## src/rtl/instr_decode_stage_if.sv

```systemverilog
// Fetch-to-execute handshake bundle for the decode stage, plus the writeback
// and flush sideband lines that steer its hazard scoreboard.
interface instr_decode_stage_if;
   logic        in_valid;
   logic        in_ready;
   logic [31:0] in_instr;
   logic [31:0] in_pc;

   logic        out_valid;
   logic        out_ready;
   logic [5:0]  out_opsel;
   logic [3:0]  out_rd;
   logic [3:0]  out_rs1;
   logic [3:0]  out_rs2;
   logic [31:0] out_imm;
   logic        out_use_imm;
   logic        out_reg_we;
   logic        out_mem_rd;
   logic        out_mem_wr;
   logic        out_branch;
   logic        out_jal;
   logic        out_illegal;
   logic [31:0] out_pc;

   logic        wb_valid;
   logic [3:0]  wb_rd;
   logic        flush;

   modport master (
      output in_valid, in_instr, in_pc, out_ready, wb_valid, wb_rd, flush,
      input  in_ready, out_valid, out_opsel, out_rd, out_rs1, out_rs2, out_imm,
             out_use_imm, out_reg_we, out_mem_rd, out_mem_wr, out_branch,
             out_jal, out_illegal, out_pc
   );

   modport slave (
      input  in_valid, in_instr, in_pc, out_ready, wb_valid, wb_rd, flush,
      output in_ready, out_valid, out_opsel, out_rd, out_rs1, out_rs2, out_imm,
             out_use_imm, out_reg_we, out_mem_rd, out_mem_wr, out_branch,
             out_jal, out_illegal, out_pc
   );
endinterface

```

## src/rtl/instr_decode_stage.sv

```systemverilog
// Single-entry decode stage: decodes the fetched word, stalls on RAW hazards
// against a 16-entry destination scoreboard, and holds one bundle for execute.
module instr_decode_stage (
   input logic                 clk,
   input logic                 reset,
   instr_decode_stage_if.slave bus
);

   localparam logic [3:0] CLS_ALU_R = 4'h0;
   localparam logic [3:0] CLS_CMP_R = 4'h2;
   localparam logic [3:0] CLS_SW    = 4'h5;
   localparam logic [3:0] CLS_BR    = 4'h6;
   localparam logic [3:0] CLS_ALU_I = 4'h8;
   localparam logic [3:0] CLS_LW    = 4'h9;
   localparam logic [3:0] CLS_CMP_I = 4'hA;
   localparam logic [3:0] CLS_JAL   = 4'hB;

   typedef struct packed {
      logic [5:0]  opsel;
      logic [3:0]  rd;
      logic [3:0]  rs1;
      logic [3:0]  rs2;
      logic [31:0] imm;
      logic        use_imm;
      logic        reg_we;
      logic        mem_rd;
      logic        mem_wr;
      logic        branch;
      logic        jal;
      logic        illegal;
      logic [31:0] pc;
   } bundle_t;

   logic [3:0]  cls;
   logic [3:0]  fn;
   logic        alu_fn_ok;
   logic        use_rs1;
   logic        use_rs2;
   logic        rs1_busy;
   logic        rs2_busy;
   logic        hazard;
   logic        accept;
   bundle_t     dec;
   bundle_t     out_q;
   logic        out_valid_q;
   logic [15:0] scoreboard;
   logic [15:0] sb_next;

   assign cls       = bus.in_instr[31:28];
   assign fn        = bus.in_instr[27:24];
   assign alu_fn_ok = fn inside {4'h0, 4'h1, 4'h4, 4'h5, 4'h6, 4'hB, 4'hC, 4'hD, 4'hE};

   // NOTE: every output of a combinational block gets a default first, so no path leaves a latch.
   always_comb begin
      dec     = '0;
      dec.rd  = bus.in_instr[23:20];
      dec.rs1 = bus.in_instr[19:16];
      dec.rs2 = bus.in_instr[15:12];
      dec.imm = {{16{bus.in_instr[15]}}, bus.in_instr[15:0]};
      dec.pc  = bus.in_pc;
      use_rs1 = 1'b1;
      use_rs2 = 1'b0;
      case (cls)
         CLS_ALU_R: begin dec.opsel = {2'b00, fn}; dec.reg_we = 1'b1; use_rs2 = 1'b1; end
         CLS_ALU_I: begin dec.opsel = {2'b00, fn}; dec.use_imm = 1'b1; dec.reg_we = 1'b1; end
         CLS_CMP_R: begin dec.opsel = {2'b01, fn}; dec.reg_we = 1'b1; use_rs2 = 1'b1; end
         CLS_CMP_I: begin dec.opsel = {2'b01, fn}; dec.use_imm = 1'b1; dec.reg_we = 1'b1; end
         CLS_BR:    begin dec.opsel = {2'b01, fn}; dec.branch = 1'b1; use_rs2 = 1'b1; end
         CLS_JAL:   begin dec.opsel = 6'h20; dec.use_imm = 1'b1; dec.reg_we = 1'b1; dec.jal = 1'b1; end
         CLS_LW:    begin dec.use_imm = 1'b1; dec.mem_rd = 1'b1; dec.reg_we = 1'b1; end
         CLS_SW:    begin dec.use_imm = 1'b1; dec.mem_wr = 1'b1; use_rs2 = 1'b1; end
         default:   begin dec.illegal = 1'b1; use_rs1 = 1'b0; end
      endcase
      // An unknown ALU function keeps its class routing but must never retire a write.
      if ((cls == CLS_ALU_R || cls == CLS_ALU_I) && !alu_fn_ok) begin
         dec.illegal = 1'b1;
         dec.reg_we  = 1'b0;
      end
   end

   // A writeback landing this cycle releases its register early (bypass).
   assign rs1_busy = use_rs1 && scoreboard[dec.rs1] && !(bus.wb_valid && bus.wb_rd == dec.rs1);
   assign rs2_busy = use_rs2 && scoreboard[dec.rs2] && !(bus.wb_valid && bus.wb_rd == dec.rs2);
   assign hazard   = rs1_busy || rs2_busy;

   assign bus.in_ready = (!out_valid_q || bus.out_ready) && !hazard && !bus.flush && !reset;
   assign accept       = bus.in_valid && bus.in_ready;

   // Later statements win: flush-clear overrides wb-clear, and a new set overrides both.
   always_comb begin
      sb_next = scoreboard;
      if (bus.wb_valid)
         sb_next[bus.wb_rd] = 1'b0;
      if (bus.flush && out_valid_q && out_q.reg_we)
         sb_next[out_q.rd] = 1'b0;
      if (accept && dec.reg_we)
         sb_next[dec.rd] = 1'b1;
   end

   // NOTE: registered state uses non-blocking assignments so every flop samples pre-edge values.
   always_ff @(posedge clk) begin
      if (reset) begin
         out_valid_q <= 1'b0;
         out_q       <= '0;
         scoreboard  <= '0;
      end else begin
         scoreboard <= sb_next;
         if (accept) begin
            out_valid_q <= 1'b1;
            out_q       <= dec;
         end else if (bus.flush || bus.out_ready) begin
            out_valid_q <= 1'b0;
         end
      end
   end

   assign bus.out_valid   = out_valid_q;
   assign bus.out_opsel   = out_q.opsel;
   assign bus.out_rd      = out_q.rd;
   assign bus.out_rs1     = out_q.rs1;
   assign bus.out_rs2     = out_q.rs2;
   assign bus.out_imm     = out_q.imm;
   assign bus.out_use_imm = out_q.use_imm;
   assign bus.out_reg_we  = out_q.reg_we;
   assign bus.out_mem_rd  = out_q.mem_rd;
   assign bus.out_mem_wr  = out_q.mem_wr;
   assign bus.out_branch  = out_q.branch;
   assign bus.out_jal     = out_q.jal;
   assign bus.out_illegal = out_q.illegal;
   assign bus.out_pc      = out_q.pc;

endmodule

```

## src/flat_wrapper.sv

```systemverilog
// flat-port wrapper written by rule: the top's interface ports become plain ports
module instr_decode_stage_flat 
  (clk, reset, bus_in_valid, bus_in_instr, bus_in_pc, bus_out_ready, bus_wb_valid, bus_wb_rd, bus_flush, bus_in_ready, bus_out_valid, bus_out_opsel, bus_out_rd, bus_out_rs1, bus_out_rs2, bus_out_imm, bus_out_use_imm, bus_out_reg_we, bus_out_mem_rd, bus_out_mem_wr, bus_out_branch, bus_out_jal, bus_out_illegal, bus_out_pc);
  instr_decode_stage_if bus_i ();
  input logic clk;
  input logic reset;
  input wire logic [$bits(bus_i.in_valid)-1:0] bus_in_valid;
  input wire logic [$bits(bus_i.in_instr)-1:0] bus_in_instr;
  input wire logic [$bits(bus_i.in_pc)-1:0] bus_in_pc;
  input wire logic [$bits(bus_i.out_ready)-1:0] bus_out_ready;
  input wire logic [$bits(bus_i.wb_valid)-1:0] bus_wb_valid;
  input wire logic [$bits(bus_i.wb_rd)-1:0] bus_wb_rd;
  input wire logic [$bits(bus_i.flush)-1:0] bus_flush;
  output wire logic [$bits(bus_i.in_ready)-1:0] bus_in_ready;
  output wire logic [$bits(bus_i.out_valid)-1:0] bus_out_valid;
  output wire logic [$bits(bus_i.out_opsel)-1:0] bus_out_opsel;
  output wire logic [$bits(bus_i.out_rd)-1:0] bus_out_rd;
  output wire logic [$bits(bus_i.out_rs1)-1:0] bus_out_rs1;
  output wire logic [$bits(bus_i.out_rs2)-1:0] bus_out_rs2;
  output wire logic [$bits(bus_i.out_imm)-1:0] bus_out_imm;
  output wire logic [$bits(bus_i.out_use_imm)-1:0] bus_out_use_imm;
  output wire logic [$bits(bus_i.out_reg_we)-1:0] bus_out_reg_we;
  output wire logic [$bits(bus_i.out_mem_rd)-1:0] bus_out_mem_rd;
  output wire logic [$bits(bus_i.out_mem_wr)-1:0] bus_out_mem_wr;
  output wire logic [$bits(bus_i.out_branch)-1:0] bus_out_branch;
  output wire logic [$bits(bus_i.out_jal)-1:0] bus_out_jal;
  output wire logic [$bits(bus_i.out_illegal)-1:0] bus_out_illegal;
  output wire logic [$bits(bus_i.out_pc)-1:0] bus_out_pc;
  assign bus_i.in_valid = bus_in_valid;
  assign bus_i.in_instr = bus_in_instr;
  assign bus_i.in_pc = bus_in_pc;
  assign bus_i.out_ready = bus_out_ready;
  assign bus_i.wb_valid = bus_wb_valid;
  assign bus_i.wb_rd = bus_wb_rd;
  assign bus_i.flush = bus_flush;
  assign bus_in_ready = bus_i.in_ready;
  assign bus_out_valid = bus_i.out_valid;
  assign bus_out_opsel = bus_i.out_opsel;
  assign bus_out_rd = bus_i.out_rd;
  assign bus_out_rs1 = bus_i.out_rs1;
  assign bus_out_rs2 = bus_i.out_rs2;
  assign bus_out_imm = bus_i.out_imm;
  assign bus_out_use_imm = bus_i.out_use_imm;
  assign bus_out_reg_we = bus_i.out_reg_we;
  assign bus_out_mem_rd = bus_i.out_mem_rd;
  assign bus_out_mem_wr = bus_i.out_mem_wr;
  assign bus_out_branch = bus_i.out_branch;
  assign bus_out_jal = bus_i.out_jal;
  assign bus_out_illegal = bus_i.out_illegal;
  assign bus_out_pc = bus_i.out_pc;
  instr_decode_stage u_core (.clk(clk), .reset(reset), .bus(bus_i));
endmodule
```

## config.mk

```make
export PLATFORM = sky130hd
export DESIGN_NAME = instr_decode_stage_flat
export DESIGN_NICKNAME = d
export VERILOG_FILES = /design/src/rtl/instr_decode_stage_if.sv /design/src/rtl/instr_decode_stage.sv /design/src/flat_wrapper.sv
export SDC_FILE = /design/constraint.sdc
export NUM_CORES = 1
export LEC_CHECK = 0
export BUFFER_PORTS_ARGS = -buffer_cell sky130_fd_sc_hd__buf_4
export CORE_MARGIN = 2
export CORE_UTILIZATION = 30
export CTS_BUF_LIST = sky130_fd_sc_hd__clkbuf_4 sky130_fd_sc_hd__clkbuf_8
export CTS_CLUSTER_DIAMETER = 80
export DETAILED_ROUTE_END_ITERATION = 12
export GPL_TIMING_DRIVEN = 0
export PLACE_DENSITY_LB_ADDON = 0.12
export SYNTH_ARGS = -nofsm -noshare
export SYNTH_HDL_FRONTEND = slang
export SYNTH_SLANG_ARGS = --single-unit
```

## constraint.sdc

```tcl
create_clock -name clk -period 1.8 [get_ports clk]
set_input_delay 0.09 -clock clk [delete_from_list [all_inputs] [get_ports clk]]
set_output_delay 0.09 -clock clk [all_outputs]
set_load 0.05 [all_outputs]
```

# Word level (Yosys, flattened, before mapping)
# Cells that the tools add are included.
# op_classes
mux	27
n_lt_le_gt_ge	8
bitwise_logic	5
n_eq_ne	17
reduce_logical	38
# op_table
op	n
16-bit two-way mux	3
16-bit AND	2
4-bit equality test (second input constant)	8
16-bit NOT	2
4-bit by 5-bit < comparator with 1-bit output (second input constant)	5
4-bit by 3-bit equality test with 1-bit output (second input constant)	5
1-bit two-way mux	18
6-bit case mux with 3 select lines	1
1-bit logical AND	17
16-bit OR	1
1-bit demux with 4-bit select	3
4-bit by 1-bit greater-or-equal comparator with 1-bit output (second input constant)	3
9-bit nonzero test	1
1-bit binary-select mux with 4-bit select	2
4-bit equality test	2
4-bit logical NOT	2
8-bit OR reduction	1
1-bit logical NOT	7
6-bit OR reduction	1
5-bit OR reduction	1
4-bit by 1-bit equality test with 1-bit output (second input constant)	1
4-bit by 2-bit equality test with 1-bit output (second input constant)	1
1-bit logical OR	4
4-bit OR reduction	1
3 further kinds	3
# totals
inputBits	74
regBits	90
output_inout_bits	91

# Logic depth before layout (Yosys ltp)
# Gate-level depths: netlist of run 1.
# depth
word_depth	13
depth_mapped	9
mapped_depth_nobuf	6

# Least setup slack after synthesis of run 1
# OpenSTA, ideal clock, no wires.
# synth_path
path_type	reg-to-reg
start	register u_core.out_valid_q, in the netlist u_core.bus.out_valid
end	register u_core.out_q, in the netlist u_core.bus.out_branch
path_stages_with_launch	8
setup_slack_ps	-367
arrival_time_ps	2096
path_cell_list	dfxtp_1 > nor2b_1 > nor3_1 > inv_1 > o211a_2 > buf_4 > or4_1 > a21oi_1
# synth_via
elab_chain_cells	6
# synth_lines
element	line_no	rtl
start, declared	instr_decode_stage.sv:45	logic out_valid_q;
start signal, assigned	instr_decode_stage.sv:103	out_valid_q <= 1'b0;
start signal, assigned	instr_decode_stage.sv:109	out_valid_q <= 1'b1;
start signal, assigned	instr_decode_stage.sv:112	out_valid_q <= 1'b0;
1-bit logical NOT	instr_decode_stage.sv:86	assign bus.in_ready = (!out_valid_q || bus.out_ready) && !hazard && !bus.flush && !reset;
1-bit logical OR	instr_decode_stage.sv:86	
1-bit logical AND (3 in series)	instr_decode_stage.sv:86	
1-bit logical AND	instr_decode_stage.sv:87	assign accept = bus.in_valid && bus.in_ready;
end signal, assigned	instr_decode_stage.sv:104	out_q <= '0;
end signal, assigned	instr_decode_stage.sv:110	out_q <= dec;
end, declared	instr_decode_stage.sv:44	bundle_t out_q;
# Every way passes these cells.
# A chain may end at the register's enable or synchronous reset.

# Worst setup path after layout of run 1
# layout_path
start	register u_core.scoreboard[3]
end	output port bus_in_ready
# layout_via
elab_chain_cells	9
# layout_lines
element	line_no	rtl
start, declared	instr_decode_stage.sv:46	logic [15:0] scoreboard;
start signal, assigned	instr_decode_stage.sv:107	scoreboard <= sb_next;
1-bit binary-select mux with 4-bit select (on tied branches)	instr_decode_stage.sv:82, instr_decode_stage.sv:83	
1-bit two-way mux (on tied branches)	instr_decode_stage.sv:82, instr_decode_stage.sv:83	
1-bit logical AND (on tied branches) (2 in series)	instr_decode_stage.sv:82, instr_decode_stage.sv:83	
1-bit logical OR *	instr_decode_stage.sv:84	assign hazard = rs1_busy || rs2_busy;
1-bit logical NOT *	instr_decode_stage.sv:86	
1-bit logical AND * (3 in series)	instr_decode_stage.sv:86	
end, declared	flat_wrapper.sv:14	output wire logic [$bits(bus_i.in_ready)-1:0] bus_in_ready;
# Every way passes the cells marked *; elsewhere a longest branch is shown, timed or not. The select of a mux whose other input is x is not followed.

==> summary.txt, run 1 <==
Critical path
  – Critical Path Source Type: flop
  – FF-to-FF Start: u_core.scoreboard[5]
  – Data arrival, critical path: 2220 ps
  – Reg2reg end: u_core.bus.out_reg_we
  – WS Path Type: reg2out
  – Endpoint class of the critical path: primary output
  – Critical path startpoint: u_core.scoreboard[3]
  – Crit path max fanout: 3
  – Worst reg2reg path depth: 8
  – CP required: 1710 ps
  – R2R Setup Slk: -470 ps

Yosys
  – Yosys cell types: 43
  – Syn avg cell area: 8.24 sq um
  – Synth Area in Compound Gates: 0.239
  – Post-synthesis sequential area ratio: 0.396
  – Largest family of logic cells by synthesized area: compound AO/OA/AOI/OAI gates
  – Post-synthesis mux area share: 0.0492
  – Area of the mapped netlist: 0.00435 sq mm
  – Gate count of the mapped netlist: 528
  – Top_reg_cell synth: dfxtp_1
  – Synth Area in Adders: 0
  – Top cells by area, synth: dfxtp_1, o21ai_1, a21oi_1
  – Yosys warning count: 0
  – Post-Syn Nets: 602
  – Most frequent cell after synthesis: dfxtp_1
  – Xor and xnor area share after synthesis: 0.0181
  – Area leader, netlist: dfxtp_1
  – FF+latch count, synth: 86
  – Synth top area share: 0.396
  – Synth top cells by count: dfxtp_1, o21ai_1, a21oi_1, nand3_1
  – Synth Area in Simple Gates: 0.210
  – Ys async rst share: 0
  – Post-synth EDFFs: 0

GRT
  – Initial antenna violation count: 0
  – Vias in the first global route: 5196
  – Largest net degree at the start of global routing: 20
  – Routing usage on met3: 0.0468
  – Gr usage total: 0.220
  – Met1 Use GR: 0.279
  – Gr busiest metal: met2
  – Overflow after GRT: 0
  – First-pass GRT wire length: 27400 microns
  – GR Layer Usage met2: 0.362

Timing
  – Final setup margin: -506 ps
  – Fmax: 434 MHz
  – Setup violators final: 87
  – Number of hold violations in the final report: 0
  – Skew final: 14.3 ps
  – Max-slew violations: 0
  – Final period util: 1.28
  – Minimum clock period: 2310 ps
  – Worst rel slew slack: 0.433
  – Least-Margin Pin Slew: 851 ps
  – RSZ-0062 raised after global routing: true

Clock network
  – CTS buffer count: 9
  – CTS clk-pin slew, worst paths: 90 ps
  – Clock buffer depth: 2
  – # H-tree levels: 3
  – Sink Count: 86
  – CTS tree: built
  – Clock root buffer: clkbuf_8
  – Clock insertion delay at the later pin of the skew report: 400 ps

Cells and area
  – Area Growth Syn to Fin: 89.4%
  – Fin area: 0.00824 sq mm
  – Post-layout util: 0.574
  – Diodes inserted: 0
  – Layout cell share with drive strength beyond 1: 0.564
  – # nets final: 856
  – Fillers: 1272

Routing
  – Via-to-Cell Ratio: 5.26
  – Number of DRC markers in iteration 0: 216
  – Via count: 5110
  – Routed wire length per instance: 18.3 microns
  – ANT nets after route: 0
  – 1st-pass router iterations: 5
  – DR DRC count: 0
  – Total Wirelength: 17800 microns

Power and ir drop
  – Leakage: 3.26 nW
  – Max VDD drop: 396 uV
  – Power per Cell Area: 655 mW/mm^2

Place
  – HPWL Detailed: 11800 microns
  – PortBufs: 155
  – Placed Area: 0.00608 sq mm
  – GPL Wtd Cong: 0.944

Floorplan
  – Top Ports: 165
  – Die Height: 124 microns
  – Row count: 44
  – Core area: 0.0144 sq mm
  – Die width: 124 microns
  – Initial Util: 0.303
  – Die footprint: 0.0155 sq mm

Worst hold path
  – Worst hold path class: in2reg
  – Cells on Worst Hold Path: 3
  – Hold-critical path endpoint: u_core.bus.out_rs1[3]
  – Hold Crit Start: bus_in_instr[19]

Run status
  – Status: finished, violations left
  – Failing checks: negative setup slack

Flow run
  – # Max-Cap Violations: 0
## timing repair
action                                  in CTS  in global routing
hold buffers                                56                  0
endpoints found under the setup margin      87                 87
endpoints found under the hold margin       56                  0
gates resized for setup                    167                 67
gates cloned                                12                  1
pin swaps                                   36                 40
setup buffers                               23                  5
## final cells by class
type / count / area, sq um / share of cell area
Clock buffer: 11 / 145 / 0.0176
Timing Repair Buffer: 246 / 2240 / 0.272
Tap cell: 184 / 230 / 0.0279
Multi-Input combinational cell: 368 / 3260 / 0.395
Buffer: 67 / 563 / 0.0683
Inverter: 4 / 18.8 / 0.00228
Clock inverter: 5 / 58.8 / 0.00713
Sequential cell: 86 / 1730 / 0.210
## metal layers
metal | share of wire | up-vias | wire, microns
met2 | 0.49 | 179 | 8680
met5 | 0 | - | 0
met1 | 0.43 | 2473 | 7740
met4 | 0.023 | 0 | 416
li1 | - | 2427 | -
met3 | 0.055 | 31 | 977
## worst max-delay path: stages, from the launching register on
cell	delay [ps]
dfxtp_2	350
mux4_2	470
mux2i_1	140
nand3b_1	180
o211ai_4	170
o41ai_4	150
buf_6	170
clkinvlp_4	60
buf_8	140
## kinds of logic after synthesis
logic type,Yosys count
AO/OA/AOI/OAI,176
AND/OR/NAND/NOR,168
flip-flops,86
buffers and inverters,74
multiplexers,15
XOR/XNOR,9
## state kept, by name, indices dropped and copies added, names as in the netlist
register	count
u_core.bus.out_mem_wr	1
u_core.bus.out_valid	1
u_core.bus.out_branch	1
u_core.bus.out_reg_we	1
u_core.bus.out_imm	16
u_core.bus.out_jal	1
u_core.bus.out_pc	32
u_core.bus.out_mem_rd	1
u_core.bus.out_rd	4
u_core.bus.out_rs1	4
u_core.bus.out_illegal	1
u_core.scoreboard	16
u_core.bus.out_use_imm	1
u_core.bus.out_opsel	6
## power by group
| group | internal [mW] | total (mW) | switching (mW) |
|---|---|---|---|
| logic | 0.787 | 1.90 | 1.11 |
| registers | 1.97 | 2.04 | 0.0642 |
| clock network | 0.694 | 1.46 | 0.763 |
| total | 3.46 | 5.40 | 1.94 |
## how the worst max path moves through the flow
stage                     cells past startpoint                    end  slack [ps]
after floorplan                               7  u_core.bus.out_branch        -170
after global placement                        7   u_core.scoreboard[2]        -670
after detailed placement                      7   u_core.scoreboard[0]        -740
after CTS                                     8           bus_in_ready        -500
after global routing                          8           bus_in_ready        -560
final                                         8           bus_in_ready        -510
## cells in the final DEF, fill, tap and decap left out, types with 4 or more instances in the layout
| master | netlist | final |
|---|---|---|
| buf_4 | 22 | 188 |
| dfxtp_1 | 86 | 79 |
| dlygate4sd3_1 | 0 | 56 |
| o21ai_2 | 0 | 52 |
| nand3_2 | 0 | 40 |
| a21oi_1 | 67 | 37 |
| a21oi_2 | 0 | 29 |
| nand2_1 | 27 | 26 |
| nor2b_1 | 21 | 21 |
| nand3_1 | 67 | 18 |
| clkbuf_1 | 27 | 16 |
| clkbuf_8 | 0 | 13 |
| buf_6 | 0 | 12 |
| buf_8 | 0 | 11 |
| o41ai_2 | 2 | 11 |
| nor2_1 | 10 | 10 |
| o21ai_1 | 71 | 10 |
| nand2b_1 | 9 | 9 |
| mux2i_1 | 9 | 9 |
| nand4b_1 | 9 | 9 |
| o221ai_1 | 9 | 9 |
| o21ai_4 | 0 | 9 |
| buf_12 | 0 | 9 |
| nand3_4 | 0 | 9 |
| buf_2 | 16 | 8 |
| o41ai_4 | 0 | 7 |
| dfxtp_2 | 0 | 7 |
| xor2_1 | 6 | 6 |
| nand3b_1 | 6 | 6 |
| mux4_2 | 5 | 5 |
| or2_2 | 4 | 4 |
| clkbuf_4 | 0 | 4 |
| buf_16 | 0 | 4 |
## per-stage QoR
stage	TNS [ps]	hold slack [ps]	power (mW)	cells	worst slack, ps
2_1_floorplan	-4930	191	2.93	528	-171
3_3_place_gp	-35830	338	3.38	867	-674
3_5_place_dp	-39860	350	3.40	867	-739
4_1_cts	-30670	1.89	5.32	973	-501
5_1_grt	-37410	4.42	5.60	971	-561
6_report	-31490	6.45	5.40	971	-506
Note: power is estimated with default switching activity, not from simulation.
==> run 2: changes to the inputs <==
--- a/config.mk
+++ b/config.mk
@@ -6,6 +6,8 @@
 export NUM_CORES = 1
 export LEC_CHECK = 0
 export BUFFER_PORTS_ARGS = -buffer_cell sky130_fd_sc_hd__buf_4
+export CELL_PAD_IN_SITES_DETAIL_PLACEMENT = 1
+export CELL_PAD_IN_SITES_GLOBAL_PLACEMENT = 1
 export CORE_MARGIN = 2
 export CORE_UTILIZATION = 30
 export CTS_BUF_LIST = sky130_fd_sc_hd__clkbuf_4 sky130_fd_sc_hd__clkbuf_8
==> summary.txt, run 2 (same netlist as run 1, synthesis figures left out) <==
Timing
  – Max-slew violations: 0
  – Setup violators final: 87
  – Final period util: 1.29
  – Worst rel slew slack: 0.403
  – Setup Total Neg Slack: -34200 ps
  – Fmax: 431 MHz
  – Final setup margin: -519 ps
  – Skew final: 14.3 ps
  – RSZ-0062 raised after global routing: true
  – Minimum clock period: 2320 ps
  – Number of hold violations in the final report: 0
  – Least-Margin Pin Slew: 895 ps

Place
  – Worst slack at placement: -737 ps
  – PortBufs: 155
  – GPL Wtd Cong: 0.840
  – HPWL Detailed: 12600 microns

Critical path
  – WS Path Type: reg2out
  – Max stage delay on crit path: 460 ps
  – Crit path max fanout: 3
  – CP required: 1710 ps
  – Worst-path cell chain: mux4_2 > mux2i_1 > nand3b_1 > o211ai_4 > o41ai_4 > buf_6 > clkinvlp_4 > buf_8
  – Endpoint class of the critical path: primary output
  – Critical Path Source Type: flop
  – Slowest CP cell: mux4_2
  – Data arrival, critical path: 2230 ps

Floorplan
  – Row count: 44
  – Die Height: 124 microns
  – Initial Util: 0.303
  – Die width: 124 microns
  – Core area: 0.0144 sq mm
  – Die footprint: 0.0155 sq mm
  – Top Ports: 165

Routing
  – 1st-pass router iterations: 4
  – Via count: 5247
  – Total Wirelength: 21500 microns
  – DR DRC count: 0
  – Routed wire length per instance: 22.0 microns
  – Number of DRC markers in iteration 0: 250
  – Via-to-Cell Ratio: 5.37
  – ANT nets after route: 0

Power and ir drop
  – Switching share of total power: 0.369
  – Comb pwr share: 0.375
  – Max VDD drop: 483 uV
  – Internal: 3.51 mW
  – Sequential share of power: 0.368
  – Clock network power share: 0.257
  – Leakage: 3.32 nW
  – Power per Cell Area: 648 mW/mm^2
  – P_sw: 2.05 mW

Run status
  – Status: finished, violations left
  – Failing checks: negative setup slack

GRT
  – Vias in the first global route: 5542
  – Initial antenna violation count: 0
  – Overflow after GRT: 0
  – First-pass GRT wire length: 30700 microns
  – Largest net degree at the start of global routing: 20
  – Gr usage total: 0.247

Clock network
  – CTS buffer count: 9
  – Clock insertion delay at the later pin of the skew report: 400 ps
  – # H-tree levels: 3
  – Clock buffer depth: 2
  – Sink Count: 86
  – Clock root buffer: clkbuf_8
  – CTS tree: built
  – CTS clk-pin slew, worst paths: 100 ps

Cells and area
  – Commonest cells after routing, fill and taps aside: buf_4, dfxtp_1, dlygate4sd3_1, nand3_2, a21oi_2
  – Layout cell share with drive strength beyond 1: 0.602
  – Number of flip-flops under the largest register name: 32
  – # nets final: 866
  – Diodes inserted: 0
  – Most common cell after layout, fill and taps aside: buf_4
  – Area Growth Syn to Fin: 97.0%

Worst hold path
  – Worst hold path class: in2reg

Flow run
  – # Max-Cap Violations: 0
==> run 2: changes by cell type in the layout (fill, tap and decap cells not counted), moves of 3 or more <==
cell	previous run	this run
nand3_1	18	11
buf_6	12	24
a21oi_1	37	19
o21ai_4	9	26
nand3_2	40	48
o21ai_2	52	31
clkbuf_8	13	10
a21oi_2	29	47
buf_2	8	4
o21ai_1	10	14
==> run 2: path summary, 6_finish.rpt <==
kind,from,to,slack (ps),cells past startpoint
max reg2reg,u_core.scoreboard[0],u_core.scoreboard[1],-500,10
min reg2reg,u_core.bus.out_pc[9],u_core.bus.out_pc[9],470,2
min,bus_in_instr[14],u_core.bus.out_imm[14],20,3
max,u_core.scoreboard[0],bus_in_ready,-520,8
==> run 2: metal layers <==
metal | GRT usage | share of wire
met3 | 0.0481 | 0.047
met1 | 0.300 | 0.42
met4 | 0.0965 | 0.024
met5 | 0 | 0
met2 | 0.428 | 0.51
==> run 2: layout make-up <==
type / count / area, sq um
repair buffers: 258 / 2350
inverters: 4 / 18.8
fillers: 1534 / 5790
plain buffers: 65 / 576
well taps: 184 / 230
clock inverters: 2 / 35.0
multi-input cells: 368 / 3480
flip-flops and latches: 86 / 1740
clock buffers: 11 / 145
==> run 2: critical path: cells and delay by family (launching register included) <==
family	cells	cell delay (ps)
muxes	2	600
and+or+nand+nor	1	180
DFF	1	340
AOI/OAI and AO/OA	2	330
buffers and inverters	3	360
==> run 2: what timing repair did <==
action                                 4_1_cts  5_1_grt
setup endpoints to repair                   87       87
setup buffers                               26       16
endpoints found under the hold margin       55        0
cloned                                       9        4
pin swaps                                   66       42
hold buffers                                55        0
gates resized for setup                    157      155
==> run 2: power groups by stage <==
stage	Combinational (mW)	Sequential, mW	Clock [mW]
2_1_floorplan	0.627	2.30	0
3_3_place_gp	1.32	2.07	0
3_5_place_dp	1.34	2.07	0
4_1_cts	1.81	2.03	1.41
5_1_grt	2.18	2.06	1.49
6_report	2.08	2.05	1.43
==> run 2: through the flow <==
| stage | power, mW | std cells | hold slack, ps | util | area, sq um |
|---|---|---|---|---|---|
| 6_report | 5.56 | 978 | 15.6 | 0.597 | 8580 |
| 5_1_grt | 5.73 | 978 | 7.07 | 0.597 | 8580 |
| 4_1_cts | 5.25 | 967 | 1.10 | 0.547 | 7860 |
| 3_5_place_dp | 3.41 | 867 | 348 | 0.423 | 6080 |
| 3_3_place_gp | 3.39 | 867 | 336 | 0.423 | 6080 |
| 2_1_floorplan | 2.93 | 528 | 191 | - | 4680 |
